## src/rtl/alu_seq.sv

```systemverilog
// Sequential ALU with a valid/ready handshake on both sides.
// Shifts run one bit per cycle; every other opcode finishes in a single EXEC cycle.
module alu_seq #(
  parameter int WIDTH = 8
) (
  input  logic             clk,
  input  logic             reset,
  input  logic             in_valid,
  output logic             in_ready,
  input  logic [3:0]       op,
  input  logic [WIDTH-1:0] a,
  input  logic [WIDTH-1:0] b,
  output logic             out_valid,
  input  logic             out_ready,
  output logic [WIDTH-1:0] result,
  output logic             carry,
  output logic             zero,
  output logic             illegal
);

  localparam int SHW = $clog2(WIDTH);

  typedef enum logic [3:0] {
    PASS_INPUTA    = 4'd0,
    SHIFT_LEFT     = 4'd1,
    SHIFT_RIGHT    = 4'd2,
    KEEP_SMALLER   = 4'd3,
    SHIFT_ON       = 4'd4,
    ADD            = 4'd5,
    INPUTA_IS_ZERO = 4'd6,
    PASS_INPUTB    = 4'd7,
    INC_INPUTA     = 4'd8,
    DEC_INPUTA     = 4'd9,
    CLEAR          = 4'd10,
    SUB            = 4'd11,
    PARALLEL       = 4'd12
  } opcodeT;

  typedef enum logic [1:0] {IDLE, EXEC, DONE} stateT;

  stateT            state;
  logic [3:0]       opReg;
  logic [WIDTH-1:0] aReg;
  logic [WIDTH-1:0] bReg;
  logic [SHW-1:0]   cnt;

  logic [WIDTH:0]   addSum;
  logic [WIDTH:0]   subDiff;
  logic [WIDTH:0]   incSum;
  logic [WIDTH:0]   decDiff;
  logic [WIDTH-1:0] shiftStep;
  logic [WIDTH-1:0] popCount;
  logic             isShift;
  logic [WIDTH-1:0] nextResult;
  logic             nextCarry;
  logic             nextIllegal;

  // The top bit of each widened sum/difference is the carry-out or borrow.
  assign addSum  = {1'b0, aReg} + {1'b0, bReg};
  assign subDiff = {1'b0, aReg} - {1'b0, bReg};
  assign incSum  = {1'b0, aReg} + {{WIDTH{1'b0}}, 1'b1};
  assign decDiff = {1'b0, aReg} - {{WIDTH{1'b0}}, 1'b1};

  assign isShift   = (opReg == SHIFT_LEFT) || (opReg == SHIFT_RIGHT);
  assign shiftStep = (opReg == SHIFT_LEFT) ? (aReg << 1) : (aReg >> 1);
  assign in_ready  = (state == IDLE);

  always_comb begin
    popCount = '0;
    for (int i = 0; i < WIDTH; i++) begin
      popCount = popCount + WIDTH'(aReg[i]);
    end
  end

  // aReg doubles as the shift accumulator, so shift results come from the final step.
  always_comb begin
    nextResult  = '0;
    nextCarry   = 1'b0;
    nextIllegal = 1'b0;
    case (opReg)
      PASS_INPUTA:    nextResult = aReg;
      SHIFT_LEFT,
      SHIFT_RIGHT:    nextResult = (cnt == '0) ? aReg : shiftStep;
      KEEP_SMALLER:   nextResult = (aReg < bReg) ? aReg : bReg;
      SHIFT_ON:       nextResult = (aReg << 1) | {{(WIDTH-1){1'b0}}, 1'b1};
      ADD:            {nextCarry, nextResult} = addSum;
      INPUTA_IS_ZERO: nextResult = {{(WIDTH-1){1'b0}}, (aReg == '0)};
      PASS_INPUTB:    nextResult = bReg;
      INC_INPUTA:     {nextCarry, nextResult} = incSum;
      DEC_INPUTA:     {nextCarry, nextResult} = decDiff;
      CLEAR:          nextResult = '0;
      SUB:            {nextCarry, nextResult} = subDiff;
      PARALLEL:       nextResult = popCount;
      default:        nextIllegal = 1'b1;
    endcase
  end

  always_ff @(posedge clk or posedge reset) begin
    if (reset) begin
      state     <= IDLE;
      opReg     <= '0;
      aReg      <= '0;
      bReg      <= '0;
      cnt       <= '0;
      out_valid <= 1'b0;
      result    <= '0;
      carry     <= 1'b0;
      zero      <= 1'b0;
      illegal   <= 1'b0;
    end else begin
      case (state)
        IDLE: begin
          if (in_valid) begin
            opReg <= op;
            aReg  <= a;
            bReg  <= b;
            cnt   <= b[SHW-1:0];
            state <= EXEC;
          end
        end
        EXEC: begin
          // Keep stepping while more than one shift remains; the last one lands in result.
          if (isShift && (cnt > SHW'(1))) begin
            aReg <= shiftStep;
            cnt  <= cnt - SHW'(1);
          end else begin
            result    <= nextResult;
            carry     <= nextCarry;
            zero      <= (nextResult == '0);
            illegal   <= nextIllegal;
            out_valid <= 1'b1;
            cnt       <= '0;
            state     <= DONE;
          end
        end
        DONE: begin
          if (out_ready) begin
            out_valid <= 1'b0;
            state     <= IDLE;
          end
        end
        default: state <= IDLE;
      endcase
    end
  end

endmodule

```

## config.mk

```make
export PLATFORM = sky130hd
export DESIGN_NAME = alu_seq
export DESIGN_NICKNAME = d
export VERILOG_FILES = /design/src/rtl/alu_seq.sv
export SDC_FILE = /design/constraint.sdc
export NUM_CORES = 1
export LEC_CHECK = 0
export CAP_MARGIN = 20
export CORE_ASPECT_RATIO = 1.1
export CORE_MARGIN = 4
export CORE_UTILIZATION = 62
export CTS_CLUSTER_SIZE = 25
export DETAILED_ROUTE_END_ITERATION = 6
export PLACE_DENSITY = 0.85
export SLEW_MARGIN = 20
export SYNTH_ARGS = -nofsm -noshare
export SYNTH_HDL_FRONTEND = slang
export SYNTH_SLANG_ARGS = --single-unit
```

## constraint.sdc

```tcl
create_clock -name clk -period 6.2 [get_ports clk]
set_input_delay 0.93 -clock clk [delete_from_list [all_inputs] [get_ports clk]]
set_output_delay 0.93 -clock clk [all_outputs]
set_load 0.02 [all_outputs]
```

Word-level counts from Yosys, hierarchy flattened
Cells that the tools add are included.
{"block": "word_totals", "register_bits": 37, "inputBits": 24, "mem_bits_rw": 0, "romBits": 0, "mem_count": 0, "latch_bits": 0, "out_inout_bits": 13}
{"block": "op_classes", "n_mul": 0, "shift": 0, "order_cmp": 2, "div_mod_pow": 0, "n_reduce_logical": 17, "n_eq_ne": 18, "addsub": 12, "bitwise_logic": 1, "n_mux": 19}
{"op": "one-hot mux 8 bit (11 select lines)", "n": 1}
{"op": "two-way mux 8 bit", "n": 5}
{"op": "== test 4 bit, second input constant", "n": 5}
{"op": "== test 4 x 3 -> 1 bit, second input constant", "n": 4}
{"op": "zero test 8 bit", "n": 2}
{"op": "one-hot mux 8 bit (2 select lines)", "n": 1}
{"op": "OR reduction 13 bit", "n": 1}
{"op": "adder 8 x 1 -> 9 bit, second input constant", "n": 1}
{"op": "adder 8 x 8 -> 9 bit", "n": 1}
{"op": "AND reduction 3 bit", "n": 3}
{"op": "subtractor 8 x 1 -> 9 bit, second input constant", "n": 1}
{"op": "subtractor 8 x 8 -> 9 bit", "n": 1}
{"op": "adder 7 x 1 -> 8 bit", "n": 1}
{"op": "== test 4 x 2 -> 1 bit, second input constant", "n": 2}
{"op": "less-than comparator 8 bit", "n": 1}
{"op": "inequality test 2 bit, second input constant", "n": 4}
{"op": "adder 6 x 1 -> 7 bit", "n": 1}
{"op": "adder 5 x 1 -> 6 bit", "n": 1}
{"op": "two-way mux 2 bit", "n": 3}
{"op": "two-way mux 3 bit", "n": 2}
{"op": "one-hot mux 2 bit (3 select lines)", "n": 1}
{"op": "one-hot mux 3 bit (2 select lines)", "n": 1}
{"op": "AND reduction 2 bit", "n": 3}
{"op": "adder 4 x 1 -> 5 bit", "n": 1}
{"op": "19 further kinds", "n": 22}

Depth between registers and ports, before layout
{"block": "depth", "ltp_word": 9, "depth_mapped": 15, "depth_no_buf": 14}

Worst setup path after synthesis
OpenSTA, ideal clock, no wires.
{"block": "synth_timing", "kind": "reg2reg", "startpoint": "register aReg[3]", "endpoint": "register zero", "required_time_ps": 6096, "stages_incl_launch_ff": 15, "path_buffers": 1, "arrival_ps": 4002, "path_slack_ps": 2094, "period_less_slack_ps": 4106, "cell_sequence": "dfrtp_1 -> clkbuf_1 -> inv_1 -> fa_1 -> fa_1 -> fa_1 -> inv_1 -> ha_1 -> fa_1 -> xnor2_1 -> o221ai_1 -> a22o_1 -> nor4_2 -> nand4_1 -> o41ai_2"}
{"block": "synth_via", "elab_chain_len": 7}
{"element": "start: declaration", "line": "43", "rtl": "logic [WIDTH-1:0] aReg;"}
{"element": "start signal: assignment", "line": "124", "rtl": "aReg <= shiftStep;"}
{"element": "adder 3 x 1 -> 4 bit", "line": "71", "rtl": "popCount = popCount + WIDTH'(aReg[i]);"}
{"element": "adder 4 x 1 -> 5 bit", "line": "71"}
{"element": "adder 5 x 1 -> 6 bit", "line": "71"}
{"element": "adder 6 x 1 -> 7 bit", "line": "71"}
{"element": "adder 7 x 1 -> 8 bit", "line": "71"}
{"element": "one-hot mux 8 bit (11 select lines) (*)", "line": "80", "rtl": "case (opReg)"}
{"element": "zero test 8 bit (*)", "line": "129", "rtl": "zero <= (nextResult == '0);"}
{"element": "end signal: assignment", "line": "129"}
{"element": "end: declaration", "line": "17", "rtl": "output logic zero,"}
Mark *: on every way between the ends. The rest lies on a longest branch, timed or not.
A chain may end at the register's enable or synchronous reset.

Worst setup path after layout
{"block": "layout_timing", "startpoint": "register aReg[1]", "endpoint": "register zero"}
{"block": "layout_via", "elab_chain_len": 9}
{"element": "adder 1 x 1 -> 2 bit", "line": "71"}
{"element": "adder 2 x 1 -> 3 bit", "line": "71"}
{"element": "adder 3 x 1 -> 4 bit", "line": "71"}
{"element": "adder 4 x 1 -> 5 bit", "line": "71"}
{"element": "adder 5 x 1 -> 6 bit", "line": "71"}
{"element": "adder 6 x 1 -> 7 bit", "line": "71"}
{"element": "adder 7 x 1 -> 8 bit", "line": "71"}
{"element": "one-hot mux 8 bit (11 select lines) (*)", "line": "80"}
{"element": "zero test 8 bit (*)", "line": "129"}
Marks and branches as above.

==> results.py <==
metrics = {
    "finish": {
        "fin_nets": 556,
        "drive_above_1_share_pct": 6.37,
        "seqCellArea_um2": 926,
        "multi_input_area_um2": 2660,
        "syn2layout_area_growth_pct": 10.5,
        "num-fill-cells": 516,
        "num_antenna_cells": 0,
    },
    "global_routing": {
        "overflow": 0,
        "grtUsageTotal_pct": 31.7,
        "antenna_found_initial": 0,
        "grt_pass1_wl_um": 19500,
        "grt_pass1_vias": 3745,
        "grt_max_degree": 38,
    },
    "worst_setup_path": {
        "end_kind": "flop",
        "path_buf_inv": 2,
        "max_stage_delay_ps": 690,
        "cp_cell_sequence": "inv_1, fa_1, fa_1, fa_1, inv_1, ha_1, fa_1, xnor2_1, o221ai_1, a22o_1, nor4_2, nand4_1, o41ai_2",
        "cpMostUsedCell": "fa_1",
        "crit_slowest_cell": "dfrtp_1",
        "cp_data_required_time_ps": 6390,
        "startpoint_type": "flop",
        "timing.reg2reg.setup_slack_ps": 1580,
        "timing.rr.start": "aReg[1]",
        "cp_data_arrival_time_ps": 4810,
        "worstSetupPathType": "reg2reg",
        "worstRegToRegCells": 13,
        "rr_endpoint": "zero",
        "crit_fanout": 15,
        "crit_family": "adder cells",
        "path_depth": 13,
    },
    "timing": {
        "clock.fmax_ghz": 0.217,
        "finalCritPeriodShare_pct": 74.5,
        "setup_ws_ps": 1580,
        "finalSetupViolCount": 0,
        "relSlewSlack_pct": 37.2,
        "rsz0062_at_grt": "false",
        "tightest_slew_ps": 941,
        "hold_slack_ps": 491,
        "skew_ps": 6.41,
        "min_period_ps": 4620,
        "slew_viol_final": 0,
        "hold_viol": 0,
        "fin_setup_tns_ps": 0,
    },
    "floorplanning": {
        "rows": 30,
        "die_w_um": 83.6,
        "dieArea_um2": 7620,
        "initial_utilization_pct": 63.3,
        "core_um2": 6160,
        "die_h_um": 91.1,
        "ios": 37,
    },
    "clock_tree": {
        "cts_tree": "yes",
        "holdBufCountCts": 0,
        "clk_path_buf_depth": 2,
        "htreeDepth": 2,
        "post_cts_buffers": 0,
        "clockRootBuffer": "clkbuf_8",
        "clk_pin_slew_ps": 80,
        "clock_sinks": 37,
        "clock_latency_ps": 290,
        "ctsResizeCount": 0,
        "cts_buffers": 5,
    },
    "placed_design": {
        "pre_cts_ws_ps": 1600,
        "io_buffers": 36,
        "dpl.hpwl_um": 8970,
        "gp_congestion": 1.01,
    },
    "hold_path": {
        "worstHoldEndpoint": "result[5]",
        "hold_depth": 1,
        "hold_path_class": "reg2reg",
        "hp-start": "result[5]",
    },
    "detailed_routing": {
        "wire_per_inst_um": 20.2,
        "vias": 3792,
        "wirelength_um": 11800,
        "drtIter0Drc": 499,
        "route.detailed.drc": 0,
        "viasPerCell": 6.52,
        "antenna_left": 0,
        "dr.pass1.iters": 7,
    },
    "synth": {
        "synthDistinctLibCells": 77,
        "synth_edf_count": 0,
        "ys_ff_latch": 37,
        "synth.net_count": 546,
        "synth_top_area_share_pct": 23.8,
        "async_flop_share_pct": 100,
        "synth_largest_area_cell": "dfrtp_1",
        "synth_common_cells": "nand2_1 (51), nor2_1 (48), dfrtp_1 (37)",
        "yosysWarningCount": 0,
        "postSynthCellCount": 491,
        "synth_area_leaders": "dfrtp_1 (24%), ha_1 (8.0%), nand2_1 (4.9%)",
        "synthFlopType": "dfrtp_1",
        "ys_seq_area_share_pct": 23.8,
        "syn_avg_cell_area_um2": 7.94,
        "synthMostInstantiatedCell": "nand2_1",
        "syn_area_um2": 3900,
    },
    "status": {
        "outcome": "complete, no violations",
    },
    "job": {
        "maxCapViolCount": 0,
    },
}
[worst max path at each step]
stage	start	endpoint	slack, ps
finish	aReg[1]	zero	1580
global placement	aReg[1]	zero	1730
floorplan	aReg[3]	zero	2090
CTS	aReg[1]	zero	1560
detailed placement	aReg[1]	zero	1600
global route	aReg[1]	zero	1310
[cell type report]
class | count | area share (%)
inverters | 33 | 2.88
multi-input cells | 385 | 61.7
clock inverters | 3 | 1.08
well taps | 80 | 2.32
clock buffers | 5 | 1.60
repair buffers | 39 | 8.89
flip-flops and latches | 37 | 21.5
[sequential cells by signal, summed over array words and instances, names as in the netlist]
name and flops:
opReg 4, carry 1, result 8, bReg 8, out_valid 1, state 2, cnt 3, zero 1
aReg 8, illegal 1
[per-layer routing]
metal	up-vias	wire length, um	track usage (%)
li1	1790	-	-
met1	1784	4920	42.1
met2	182	5670	52.6
met3	36	737	3.81
met4	0	450	12.6
met5	-	0	0
[per-stage QoR]
| stage | utilization, % | instance area [um2] | std cells |
|---|---|---|---|
| after floorplan | - | 3900 | 491 |
| after global placement | 68.0 | 4190 | 574 |
| after detailed placement | 68.0 | 4190 | 574 |
| after CTS | 69.9 | 4300 | 582 |
| after global routing | 69.9 | 4310 | 582 |
| final | 69.9 | 4310 | 582 |
[logic make-up (layout without fill, tap and decap cells)]
kind of cell,count (synthesis),count (layout),share of synthesized area (%)
compound gates,142,142,25.0
flops,37,37,23.8
simple gates,181,181,24.1
buf+inv,69,80,8.12
fa+ha+maj,31,31,11.1
mux,23,23,6.07
xor+xnor,8,8,1.80
[cell usage in the layout (no fill, tap or decap), types with 8 or more instances in the layout]
cell type / synthesis / layout
inv_1: 32 / 32
nand2b_1: 10 / 10
nor2b_1: 8 / 8
clkdlybuf4s50_1: 0 / 36
a211oi_1: 10 / 10
a21oi_1: 33 / 32
nand2_1: 51 / 51
nand3_1: 9 / 9
mux2i_1: 18 / 18
nor2_1: 48 / 48
o21ai_0: 32 / 32
o22ai_1: 8 / 8
nor3_1: 10 / 10
dfrtp_1: 37 / 37
ha_1: 25 / 25
Power is left out: the tool's default activity adds up to more than one toggle a clock period on the data nets, which glitch-free logic cannot reach.
